--- src/rtl/iagc_pkg.sv ---
// Shared IAGC definitions: control status codes, sample dumper
// state encodings and sample memory select constants.
package iagc_pkg;

    typedef enum logic [3:0] {
        IAGC_RESET    = 4'd0,
        IAGC_INIT     = 4'd1,
        IAGC_IDLE     = 4'd2,
        IAGC_CAPTURE  = 4'd3,
        IAGC_DUMP_REF = 4'd4,
        IAGC_DUMP_ERR = 4'd5,
        IAGC_RUN      = 4'd6,
        IAGC_HALT     = 4'd7
    } iagc_status_t;

    localparam logic [2:0] DMP_IDLE    = 3'd0;
    localparam logic [2:0] DMP_FETCH   = 3'd1;
    localparam logic [2:0] DMP_LATCH   = 3'd2;
    localparam logic [2:0] DMP_SEND_HI = 3'd3;
    localparam logic [2:0] DMP_SEND_LO = 3'd4;
    localparam logic [2:0] DMP_DONE    = 3'd5;

    typedef enum logic [2:0] {
        S_IDLE    = DMP_IDLE,
        S_FETCH   = DMP_FETCH,
        S_LATCH   = DMP_LATCH,
        S_SEND_HI = DMP_SEND_HI,
        S_SEND_LO = DMP_SEND_LO,
        S_DONE    = DMP_DONE
    } dumper_state_t;

    localparam logic MEM_SEL_REF = 1'b0;
    localparam logic MEM_SEL_ERR = 1'b1;

endpackage

--- src/rtl/sample_dumper_if.sv ---
// Byte stream handshake from the sample dumper to the UART
// transmitter: data/valid forward, ready backward.
interface sample_dumper_if #(
    parameter int BYTE_SIZE = 8
) ();

    logic [BYTE_SIZE-1:0] tx_data;
    logic                 tx_valid;
    logic                 tx_ready;

    modport master (
        output tx_data,
        output tx_valid,
        input  tx_ready
    );

    modport slave (
        input  tx_data,
        input  tx_valid,
        output tx_ready
    );

endinterface

--- src/rtl/sample_dumper.sv ---
// Streams captured samples from the reference or error memory to
// the UART transmitter, MSB byte first, one sample at a time.
module sample_dumper
    import iagc_pkg::*;
#(
    parameter int SAMPLER_DATA_SIZE = 16,
    parameter int ADDR_SIZE         = 12,
    parameter int BYTE_SIZE         = 8
) (
    input  logic                         i_clock,
    input  logic                         i_reset,
    input  logic                         i_start,
    input  logic                         i_select,
    input  logic [ADDR_SIZE-1:0]         i_memory_size,
    output logic [ADDR_SIZE-1:0]         o_addr,
    input  logic [SAMPLER_DATA_SIZE-1:0] i_reference_sample,
    input  logic [SAMPLER_DATA_SIZE-1:0] i_error_sample,
    sample_dumper_if.master              tx_if,
    output logic                         o_busy,
    output logic                         o_done
);

    dumper_state_t                r_state;
    dumper_state_t                w_next;
    logic [ADDR_SIZE-1:0]         r_addr;
    logic [ADDR_SIZE-1:0]         r_size;
    logic                         r_sel;
    logic [SAMPLER_DATA_SIZE-1:0] r_word;
    logic                         w_last;

    assign w_last = (r_addr == (r_size - ADDR_SIZE'(1)));

    // State register
    always_ff @(posedge i_clock) begin
        if (i_reset) begin
            r_state <= S_IDLE;
        end else begin
            r_state <= w_next;
        end
    end

    // Next-state decode
    always_comb begin
        w_next = r_state;
        unique case (r_state)
            S_IDLE: begin
                if (i_start) begin
                    if (i_memory_size == '0) begin
                        w_next = S_DONE;
                    end else begin
                        w_next = S_FETCH;
                    end
                end
            end
            S_FETCH:   w_next = S_LATCH;
            S_LATCH:   w_next = S_SEND_HI;
            S_SEND_HI: begin
                if (tx_if.tx_ready) begin
                    w_next = S_SEND_LO;
                end
            end
            S_SEND_LO: begin
                if (tx_if.tx_ready) begin
                    w_next = w_last ? S_DONE : S_FETCH;
                end
            end
            S_DONE:    w_next = S_IDLE;
            default:   w_next = S_IDLE;
        endcase
    end

    // Dump parameters, read address and the sample being sent
    always_ff @(posedge i_clock) begin
        if (i_reset) begin
            r_addr <= '0;
            r_size <= '0;
            r_sel  <= MEM_SEL_REF;
            r_word <= '0;
        end else begin
            unique case (r_state)
                S_IDLE: begin
                    if (i_start) begin
                        r_sel  <= i_select;
                        r_size <= i_memory_size;
                        r_addr <= '0;
                    end
                end
                S_LATCH: begin
                    if (r_sel == MEM_SEL_ERR) begin
                        r_word <= i_error_sample;
                    end else begin
                        r_word <= i_reference_sample;
                    end
                end
                S_SEND_LO: begin
                    if (tx_if.tx_ready && !w_last) begin
                        r_addr <= r_addr + ADDR_SIZE'(1);
                    end
                end
                S_DONE: begin
                    r_addr <= '0;
                end
                default: begin
                end
            endcase
        end
    end

    // Outputs decoded from the state register only
    always_comb begin
        tx_if.tx_valid = 1'b0;
        tx_if.tx_data  = '0;
        unique case (r_state)
            S_SEND_HI: begin
                tx_if.tx_valid = 1'b1;
                tx_if.tx_data  = r_word[SAMPLER_DATA_SIZE-1 -: BYTE_SIZE];
            end
            S_SEND_LO: begin
                tx_if.tx_valid = 1'b1;
                tx_if.tx_data  = r_word[BYTE_SIZE-1:0];
            end
            default: begin
            end
        endcase
    end

    assign o_addr = r_addr;
    assign o_busy = (r_state != S_IDLE);
    assign o_done = (r_state == S_DONE);

endmodule

--- src/flat_wrapper.sv ---
// flat-port wrapper written by rule: the top's interface ports become plain ports
module sample_dumper_flat import iagc_pkg::*;
#(
    parameter int SAMPLER_DATA_SIZE = 16,
    parameter int ADDR_SIZE         = 12,
    parameter int BYTE_SIZE         = 8
)
  (i_clock, i_reset, i_start, i_select, i_memory_size, o_addr, i_reference_sample, i_error_sample, o_busy, o_done, tx_if_tx_data, tx_if_tx_valid, tx_if_tx_ready);
  sample_dumper_if #(.BYTE_SIZE(BYTE_SIZE)) tx_if_i ();
  input  logic i_clock;
  input  logic i_reset;
  input  logic i_start;
  input  logic i_select;
  input  logic [ADDR_SIZE-1:0] i_memory_size;
  output logic [ADDR_SIZE-1:0] o_addr;
  input  logic [SAMPLER_DATA_SIZE-1:0] i_reference_sample;
  input  logic [SAMPLER_DATA_SIZE-1:0] i_error_sample;
  output logic o_busy;
  output logic o_done;
  output wire logic [$bits(tx_if_i.tx_data)-1:0] tx_if_tx_data;
  output wire logic [$bits(tx_if_i.tx_valid)-1:0] tx_if_tx_valid;
  input wire logic [$bits(tx_if_i.tx_ready)-1:0] tx_if_tx_ready;
  assign tx_if_tx_data = tx_if_i.tx_data;
  assign tx_if_tx_valid = tx_if_i.tx_valid;
  assign tx_if_i.tx_ready = tx_if_tx_ready;
  sample_dumper #(.SAMPLER_DATA_SIZE(SAMPLER_DATA_SIZE), .ADDR_SIZE(ADDR_SIZE), .BYTE_SIZE(BYTE_SIZE)) u_core (.i_clock(i_clock), .i_reset(i_reset), .i_start(i_start), .i_select(i_select), .i_memory_size(i_memory_size), .o_addr(o_addr), .i_reference_sample(i_reference_sample), .i_error_sample(i_error_sample), .tx_if(tx_if_i), .o_busy(o_busy), .o_done(o_done));
endmodule
--- config.mk ---
export PLATFORM = sky130hd
export DESIGN_NAME = sample_dumper_flat
export DESIGN_NICKNAME = d
export VERILOG_FILES = /design/src/rtl/iagc_pkg.sv /design/src/rtl/sample_dumper_if.sv /design/src/rtl/sample_dumper.sv /design/src/flat_wrapper.sv
export SDC_FILE = /design/constraint.sdc
export NUM_CORES = 1
export LEC_CHECK = 0
export BUFFER_PORTS_ARGS = -buffer_cell sky130_fd_sc_hd__buf_2
export CAP_MARGIN = 0
export CORE_UTILIZATION = 50
export CTS_CLUSTER_DIAMETER = 30
export DETAILED_ROUTE_END_ITERATION = 16
export GPL_TIMING_DRIVEN = 0
export PLACE_DENSITY = 0.73
export SLEW_MARGIN = 20
export SYNTH_ARGS = -nofsm -noshare
export SYNTH_HDL_FRONTEND = slang
export SYNTH_SLANG_ARGS = --single-unit
--- constraint.sdc ---
create_clock -name i_clock -period 3.4 [get_ports i_clock]
set_clock_uncertainty 0.2 [all_clocks]
set_input_delay 0.68 -clock i_clock [delete_from_list [all_inputs] [get_ports i_clock]]
set_output_delay 0.68 -clock i_clock [all_outputs]
set_load 0.01 [all_outputs]
Word-level counts from Yosys, hierarchy flattened. Index checks and enable logic that the tools add are counted.

Output and inout port bits: 23. Input port bits: 49. Logic and storage cells: 39. Bits in registers: 44.

Muxes and demuxes: 12. Add/subtract/negate cells: 2. Equal/unequal tests: 10. Reduce and logical (&&, ||, !) cells: 10.

Operator list (number): $pmux W12 S3 (1); $mux W12 (2); $mux W16 (1); $pmux W8 S2 (1); $mux W3 (5); $pmux W3 S5 (1); $add A12 B1 Y12 const B (1); $eq A12 B12 Y1 (1); $logic_not A12 Y1 (1); $sub A12 B1 Y12 const B (1); $eq A3 B2 Y1 const B (2); $eq A3 B3 Y1 const B (2); $ne A2 B2 Y1 const B (3); $reduce_and A3 Y1 (2); $reduce_bool A3 Y1 (2); $eq A3 B1 Y1 const B (1); $logic_not A3 Y1 (1); $ne A2 B1 Y1 const B (1); $reduce_and A2 Y1 (1); $reduce_or A2 Y1 (1); $logic_and A1 B1 Y1 (1); $logic_not A1 Y1 (1); $mux W1 (1).

Longest topological paths before layout. Gate-level depths: netlist of the first run.

Depth in word-level cells: 6. Mapped depth: 11. Gate-level depth less buffers: 9.

Worst setup path after synthesis of the first run. Ideal clock, no wire load.

Path kind: register to register. Start point: register u_core.r_size[0]. End point: register u_core.r_addr[0], in the netlist u_core.o_addr[0]. Stages on the path, launching flop included: 12. Arrival: 2.222 ns. Setup time: 0.128 ns. Path slack: 0.850 ns. Buffers on the path: 2. Period minus slack after synthesis: 2.550 ns. Cell sequence: dfxtp_1 > inv_1 > ha_1 > nor2b_1 > or3_1 > a31oi_1 > nand4_1 > o311ai_4 > buf_6 > buf_6 > xor2_1 > nor2_1.

Word-level cells in the longest chain between the ends: 6.

Ends and longest elaborated chain: start, declared (line sample_dumper.sv:26) `logic [ADDR_SIZE-1:0] r_size;`; start signal, assigned (line sample_dumper.sv:84) `r_size <= i_memory_size;`; $sub A12 B1 Y12 (line sample_dumper.sv:31) `assign w_last = (r_addr == (r_size - ADDR_SIZE'(1)));`; $eq A12 B12 Y1 (line sample_dumper.sv:31); $logic_not A1 Y1 (line sample_dumper.sv:96) `if (tx_if.tx_ready && !w_last) begin`; $logic_and A1 B1 Y1 (line sample_dumper.sv:96); $ne A2 B1 Y1 (no source line); $reduce_and A3 Y1 (no source line); end signal, assigned (line sample_dumper.sv:97) `r_addr <= r_addr + ADDR_SIZE'(1);`; end, declared (line sample_dumper.sv:25) `logic [ADDR_SIZE-1:0] r_addr;`.

No other way between the ends. A chain may end at the register's enable or synchronous reset.

Worst setup path after layout of the first run. Ends and elaborated chain as after synthesis.

==> results of run 1 <==
critical path, cell delays in order (launching register included):
cell	delay (ps)
dfxtp_1	430
inv_1	70
ha_1	260
nor2b_1	150
or3_1	350
a31oi_1	190
nand4_1	180
o311ai_4	380
buf_6	190
buf_6	140
xor2_1	150
nor2_1	50
per-layer routing:
metal	part of all wire (%)	up-vias	wire length, um
met5	0	-	0
met4	1.6	0	95
met3	4.6	9	267
met2	47	66	2700
met1	47	1099	2710
li1	-	1275	-
through the flow:
step	area (um2)	hold WS [ps]
floorplan	2480	249
global placement	2920	286
detailed placement	2920	293
CTS	3010	302
global route	3010	320
finish	3010	302
cells by family (layout without fill, tap and decap cells):
kind of cell               Yosys count  after routing  synth area share, %
xor gates and xnor gates            12             12                 4.24
and+or+nand+nor                    129            129                 26.9
DFF                                 44             44                 35.5
muxes                               16             16                 6.45
AOI/OAI and AO/OA                   78             78                 20.8
buffers and inverters               28            106                 5.14
adders and majority gates            2              2                 1.01
layout make-up:
class / count / area share [%]
plain buffers: 20 / 3.24
clock buffers: 7 / 2.87
clock inverters: 1 / 0.249
inverters: 8 / 0.998
multi-input cells: 237 / 48.9
flip-flops and latches: 44 / 29.3
well taps: 67 / 2.79
repair buffers: 70 / 11.6
placed cells by master (no fill, tap or decap), types with 2 or more instances in the layout:
cell type,n
buf_2,70
dfxtp_1,44
nand2_1,39
nor2_1,29
a21oi_1,26
clkbuf_1,17
mux2i_1,16
a211oi_1,16
or3_1,11
o21ai_0,9
xnor2_1,9
a22o_1,8
inv_1,8
nand4_1,8
nand3_1,7
o21ai_1,7
nor4_1,6
clkbuf_8,6
nor3_1,4
buf_6,3
nand2b_1,3
nor2b_1,3
xor2_1,3
and2_1,2
and3b_2,2
a31oi_1,2
nand3b_1,2
nor3b_1,2
a221o_1,2
or2_2,2
a2111oi_0,2
ha_1,2
report_power, final:
group | total (uW) | switching (uW) | leakage [uW] | internal [uW]
Clock | 346 | 181 | 0.0000445 | 165
Combinational | 298 | 167 | 0.000761 | 131
Sequential | 585 | 31.6 | 0.000359 | 553
flip-flops by register name, indices dropped and copies added, names as in the netlist:
register	flops
u_core.r_sel	1
u_core.r_word	16
u_core.r_state	3
u_core.o_addr	12
u_core.r_size	12
how the worst max path moves through the flow:
| stage | from | end | slack, ps | cells after the start |
|---|---|---|---|---|
| after floorplan | u_core.r_size[0] | u_core.o_addr[0] | 850 | 11 |
| after global placement | u_core.r_size[0] | u_core.o_addr[0] | 570 | 11 |
| after detailed placement | u_core.r_size[0] | u_core.o_addr[0] | 540 | 11 |
| after CTS | u_core.r_size[0] | u_core.o_addr[0] | 520 | 11 |
| after global routing | u_core.r_size[0] | u_core.o_addr[0] | 310 | 11 |
| final | u_core.r_size[0] | u_core.o_addr[0] | 540 | 11 |
==> impl_metrics.yaml, run 1 <==
global_route:
  top_usage_layer: "met2"
  antenna_found_initial: 0
  grt_pass1_wl_mm: 9.18
  use_met1_pct: 27.3
  grt_use_met3_pct: 5.28
  grt_pass1_vias: 2137
  use_met2_pct: 39.3
  grt_max_degree: 14
  grt_use_total_pct: 22.6
  overflow: 0
final_layout:
  drive_gt1_share_pct: 22.7
  fin_nets: 437
  multi_input_comb_area_um2: 1470
  diodes: 0
  fillers: 438
  final_core_util_pct: 63.3
  syn2layout_area_growth_pct: 21.3
  seqCellArea_um2: 881
  fin_cells: 454
place:
  dp_hpwl_mm: 4.39
  place_ws_ps: 536
  io_buffers: 70
  place_congestion: 0.819
  dpl.cell_count: 446
floorplan:
  io_pins: 72
  die-area_um2: 5250
  start_util_pct: 52.2
  die_h_um: 72.4
  die_w_um: 72.4
  rows: 25
  core_area_um2: 4750
timing:
  drv_slew: 0
  rsz0062_at_grt: "false"
  hold_viol_final: 0
  post-route-period-util_pct: 84.1
  setup_tns_ps: 0
  relSlewSlack_pct: 53.6
  fmaxAchievable_mhz: 350
  tightestPinTransition_ps: 696
  timing.final.crit_period_ps: 2860
  fin_ws_ps: 539
  finalSetupViolCount: 0
min_path:
  hold_depth: 2
  hold_path_class: "flip-flop to flip-flop"
  holdPathEnd: "u_core.r_word[3]"
  hold_start: "u_core.r_word[3]"
route:
  drcViolationCount: 0
  num_vias: 2449
  dr.pass1.iters: 4
  drtAntennaViolNets: 0
  via_per_inst: 5.39
  post_drt_wl_per_cell_um: 12.7
  wl_mm: 5.77
  drtIter0Drc: 112
worst_setup_path:
  arrival_ps: 2840
  r2r_setup_slack_ps: 540
  r2r_cells: 11
  r2r_end: "u_core.o_addr[0]"
  worstSetupStartpointType: "flip-flop"
  path_max_fanout: 10
  worstSetupPathType: "flip-flop to flip-flop"
  cp-end-kind: "flip-flop"
  crit-reg2reg-launch: "u_core.r_size[0]"
  critPathRequiredTime_ps: 3380
cts:
  path_clk_slew_ps: 80
  root_buffer: "clkbuf_8"
  cts_resized: 0
  h-tree-depth: 2
  postCtsHoldBufs: 0
  cts_tree: "built"
  clk_latency_ps: 300
  cts_buffer_depth: 2
  cts_setup_buffers: 0
  cts.sinks: 44
  cts_buffers: 5
power_and_ir_drop:
  p_total_uw: 1230
  ir_drop_mv: 0.259
  p_leak_uw: 0.00116
  cellPowerDensity_nw_per_um2: 408
logic_synthesis:
  yosysUniqueCellTypes: 46
  netlist_area_um2: 2480
  yosysMostFrequentCell: "dfxtp_1"
  yosys-top-cells-count: "dfxtp_1, nand2_1, nor2_1"
  synth-main-ff-cell: "dfxtp_1"
  yosysWarnings: 0
  synth_edf_count: 0
  synth_nets: 360
  synth-seq-cells: 44
  synth_top_area_share_pct: 35.5
  syn_inst: 309
  ys_seq_area_share_pct: 35.5
  synthTopCellsByArea: "dfxtp_1, mux2i_1, nand2_1"
  syn_area_per_cell_um2: 8.03
  ys_async_sr_fraction_pct: 0
  synth_top_cell_by_area: "dfxtp_1"
outcome:
  status: "complete, no violations"
job:
  cap_violations: 0
Note: power is estimated with default switching activity, not from simulation.
==> run 2, diff against run 1 <==
--- a/config.mk
+++ b/config.mk
@@ -5,13 +5,14 @@
 export SDC_FILE = /design/constraint.sdc
 export NUM_CORES = 1
 export LEC_CHECK = 0
+export ABC_AREA = 1
 export BUFFER_PORTS_ARGS = -buffer_cell sky130_fd_sc_hd__buf_2
 export CAP_MARGIN = 0
-export CORE_UTILIZATION = 50
+export CORE_UTILIZATION = 47
 export CTS_CLUSTER_DIAMETER = 30
 export DETAILED_ROUTE_END_ITERATION = 16
 export GPL_TIMING_DRIVEN = 0
-export PLACE_DENSITY = 0.73
+export PLACE_DENSITY = 0.72
 export SLEW_MARGIN = 20
 export SYNTH_ARGS = -nofsm -noshare
 export SYNTH_HDL_FRONTEND = slang
==> constraint.sdc (replaced) <==
create_clock -name i_clock -period 2.4 [get_ports i_clock]
set_clock_uncertainty 0.2 [all_clocks]
set_input_delay 0.48 -clock i_clock [delete_from_list [all_inputs] [get_ports i_clock]]
set_output_delay 0.48 -clock i_clock [all_outputs]
set_load 0.01 [all_outputs]
==> run 2 against run 1 <==
Effect of this change:
- first-iteration DRC count up 53%
- critical path type is now flip-flop to output pin
- worst setup slack worse by 350 ps
- hold slack worse by 67 ps
- flip-flop and latch count unchanged
- critical endpoint is now tx_if_tx_valid
- power up 140%
- via count up 16%
- die area up 10%
- clock-buffer cell count down 1
- sequential power up 74%
- synthesized cell count up 28%
- utilization down 3.1 points
==> impl_metrics.yaml, run 2 <==
min_path:
  hold_path_class: "primary input to flip-flop"
floorplan:
  core_area_um2: 5200
  io_pins: 72
  start_util_pct: 49.6
  die_h_um: 76.1
  die_w_um: 76.1
  rows: 26
  die-area_um2: 5800
final_layout:
  multi_input_comb_area_um2: 1470
  fillers: 542
  syn2layout_area_growth_pct: 21.2
  top_register: "u_core.r_word"
  final_cell_mix: "nand2_1, buf_2, dfxtp_1"
  seqCellArea_um2: 881
  final_common_cell: "nand2_1"
  largest_register_ffs: 16
  fin_nets: 523
  fin_cells: 543
  drive_gt1_share_pct: 20.9
  diodes: 0
worst_setup_path:
  worstSetupStartpointType: "flip-flop"
  worstSetupPathType: "flip-flop to output pin"
  critPathRequiredTime_ps: 1720
  arrival_ps: 1530
  r2r_setup_slack_ps: 230
  cp-end-kind: "output pin"
  path_max_fanout: 9
cts:
  cts_buffer_depth: 2
  h-tree-depth: 2
  cts_buffers: 5
  cts_setup_buffers: 0
  root_buffer: "clkbuf_8"
  clk_latency_ps: 300
  cts.sinks: 44
  path_clk_slew_ps: 90
  cts_tree: "built"
  postCtsHoldBufs: 0
logic_synthesis:
  synth_nets: 446
  synth-seq-cells: 44
  yosysMostFrequentCell: "nand2_1"
  syn_inst: 395
  synth_edf_count: 0
  muxShareOfSynthArea_pct: 0
  yosysUniqueCellTypes: 32
  yosysWarnings: 0
  yosys-top-cells-count: "nand2_1, dfxtp_1, nor2_1"
  synthTopCellsByArea: "dfxtp_1, nand2_1, a21oi_1"
  synth_top_family_by_area: "simple AND/OR/NAND/NOR gates"
  ys_async_sr_fraction_pct: 0
  synth_compound_gate_area_share_pct: 19.2
  synth_top_area_share_pct: 34.1
  syn_area_per_cell_um2: 6.54
  netlist_area_um2: 2580
  synth_xor_area_share_pct: 4.41
  yosys.area_share.simple_pct: 32.3
  synth-main-ff-cell: "dfxtp_1"
  synth-adder-area-share_pct: 0.969
  synth_top_cell_by_area: "dfxtp_1"
  ys_seq_area_share_pct: 34.1
global_route:
  overflow: 0
  antenna_found_initial: 0
  grt_pass1_vias: 2668
  grt_max_degree: 14
  grt_pass1_wl_mm: 11.6
  grt_use_total_pct: 24.2
timing:
  relSlewSlack_pct: 68.9
  finalSetupViolCount: 0
  hold_viol_final: 0
  post-route-period-util_pct: 92.2
  tightestPinTransition_ps: 466
  timing.final.crit_period_ps: 2210
  rsz0062_at_grt: "false"
  fmaxAchievable_mhz: 452
  setup_tns_ps: 0
  drv_slew: 0
place:
  place_congestion: 0.825
  dpl.cell_count: 535
  dp_hpwl_mm: 5.22
  io_buffers: 70
route:
  wl_met3_um: 304
  via_per_inst: 5.23
  top_layer_used: "met4"
  dr.pass1.iters: 5
  drcViolationCount: 0
  post_drt_wl_per_cell_um: 12.4
  wl_met1_mm: 2.91
  met2_length_mm: 3.43
  num_vias: 2839
  drtIter0Drc: 171
  wl_mm: 6.72
  drtAntennaViolNets: 0
power_and_ir_drop:
  cellPowerDensity_nw_per_um2: 927
  ir_drop_mv: 0.464
  p_leak_uw: 0.00143
outcome:
  status: "complete, no violations"
job:
  cap_violations: 0
==> run 2: path summary, 6_finish.rpt <==
kind                       end  depth (start not counted)          startpoint
max             tx_if_tx_valid                          5   u_core.r_state[1]
min          u_core.r_word[10]                          3  i_error_sample[10]
max reg2reg   u_core.o_addr[8]                         14    u_core.r_size[0]
min reg2reg   u_core.r_size[8]                          2    u_core.r_size[8]
==> run 2: logic make-up after synthesis <==
family | Yosys count
buffers and inverters | 58
adders and majority gates | 2
AOI/OAI and AO/OA | 88
xor gates and xnor gates | 13
and+or+nand+nor | 190
DFF | 44
==> run 2: what timing repair did <==
action | 4_1_cts | 5_1_grt
hold endpoints to repair | 0 | 0
endpoints found under the setup margin | 0 | 1
gates resized for setup | 0 | 1
==> run 2: critical path, cell delays in order, from the launching register on <==
cell,delay (ps)
dfxtp_1,410
nand2_1,120
nor2_2,340
inv_1,130
nand2_1,110
buf_2,130
==> run 2: power breakdown <==
| group | switching [uW] | total [uW] | internal (uW) |
|---|---|---|---|
| Clock | 257 | 566 | 309 |
| Combinational | 849 | 1310 | 465 |
| Sequential | 129 | 1020 | 894 |
| Total | 1230 | 2900 | 1670 |
==> run 2: stage by stage <==
stage | instance area [um2] | utilization [%] | total power, uW | hold WS (ps) | setup WS [ps]
2_1_floorplan | 2580 | - | 2010 | 248 | 518
3_3_place_gp | 3020 | 58.0 | 2320 | 264 | 292
3_5_place_dp | 3020 | 58.0 | 2350 | 280 | 245
4_1_cts | 3130 | 60.1 | 2910 | 231 | 176
5_1_grt | 3130 | 60.1 | 3160 | 239 | 25.1
6_report | 3130 | 60.1 | 2900 | 235 | 186
==> run 2: layout make-up <==
class	count	area share, %
sequential	44	28.1
multi-input combinational	293	47.0
inverter	39	4.68
buffer	19	2.76
tap	70	2.80
clock buffer	6	2.32
timing repair buffer	70	11.2
clock inverter	2	1.12
==> run 2: routing by layer <==
| layer | track usage (%) | vias up |
|---|---|---|
| met2 | 46.9 | 70 |
| met5 | 0 | - |
| met3 | 4.43 | 11 |
| li1 | - | 1458 |
| met4 | 5.38 | 0 |
| met1 | 27.1 | 1300 |
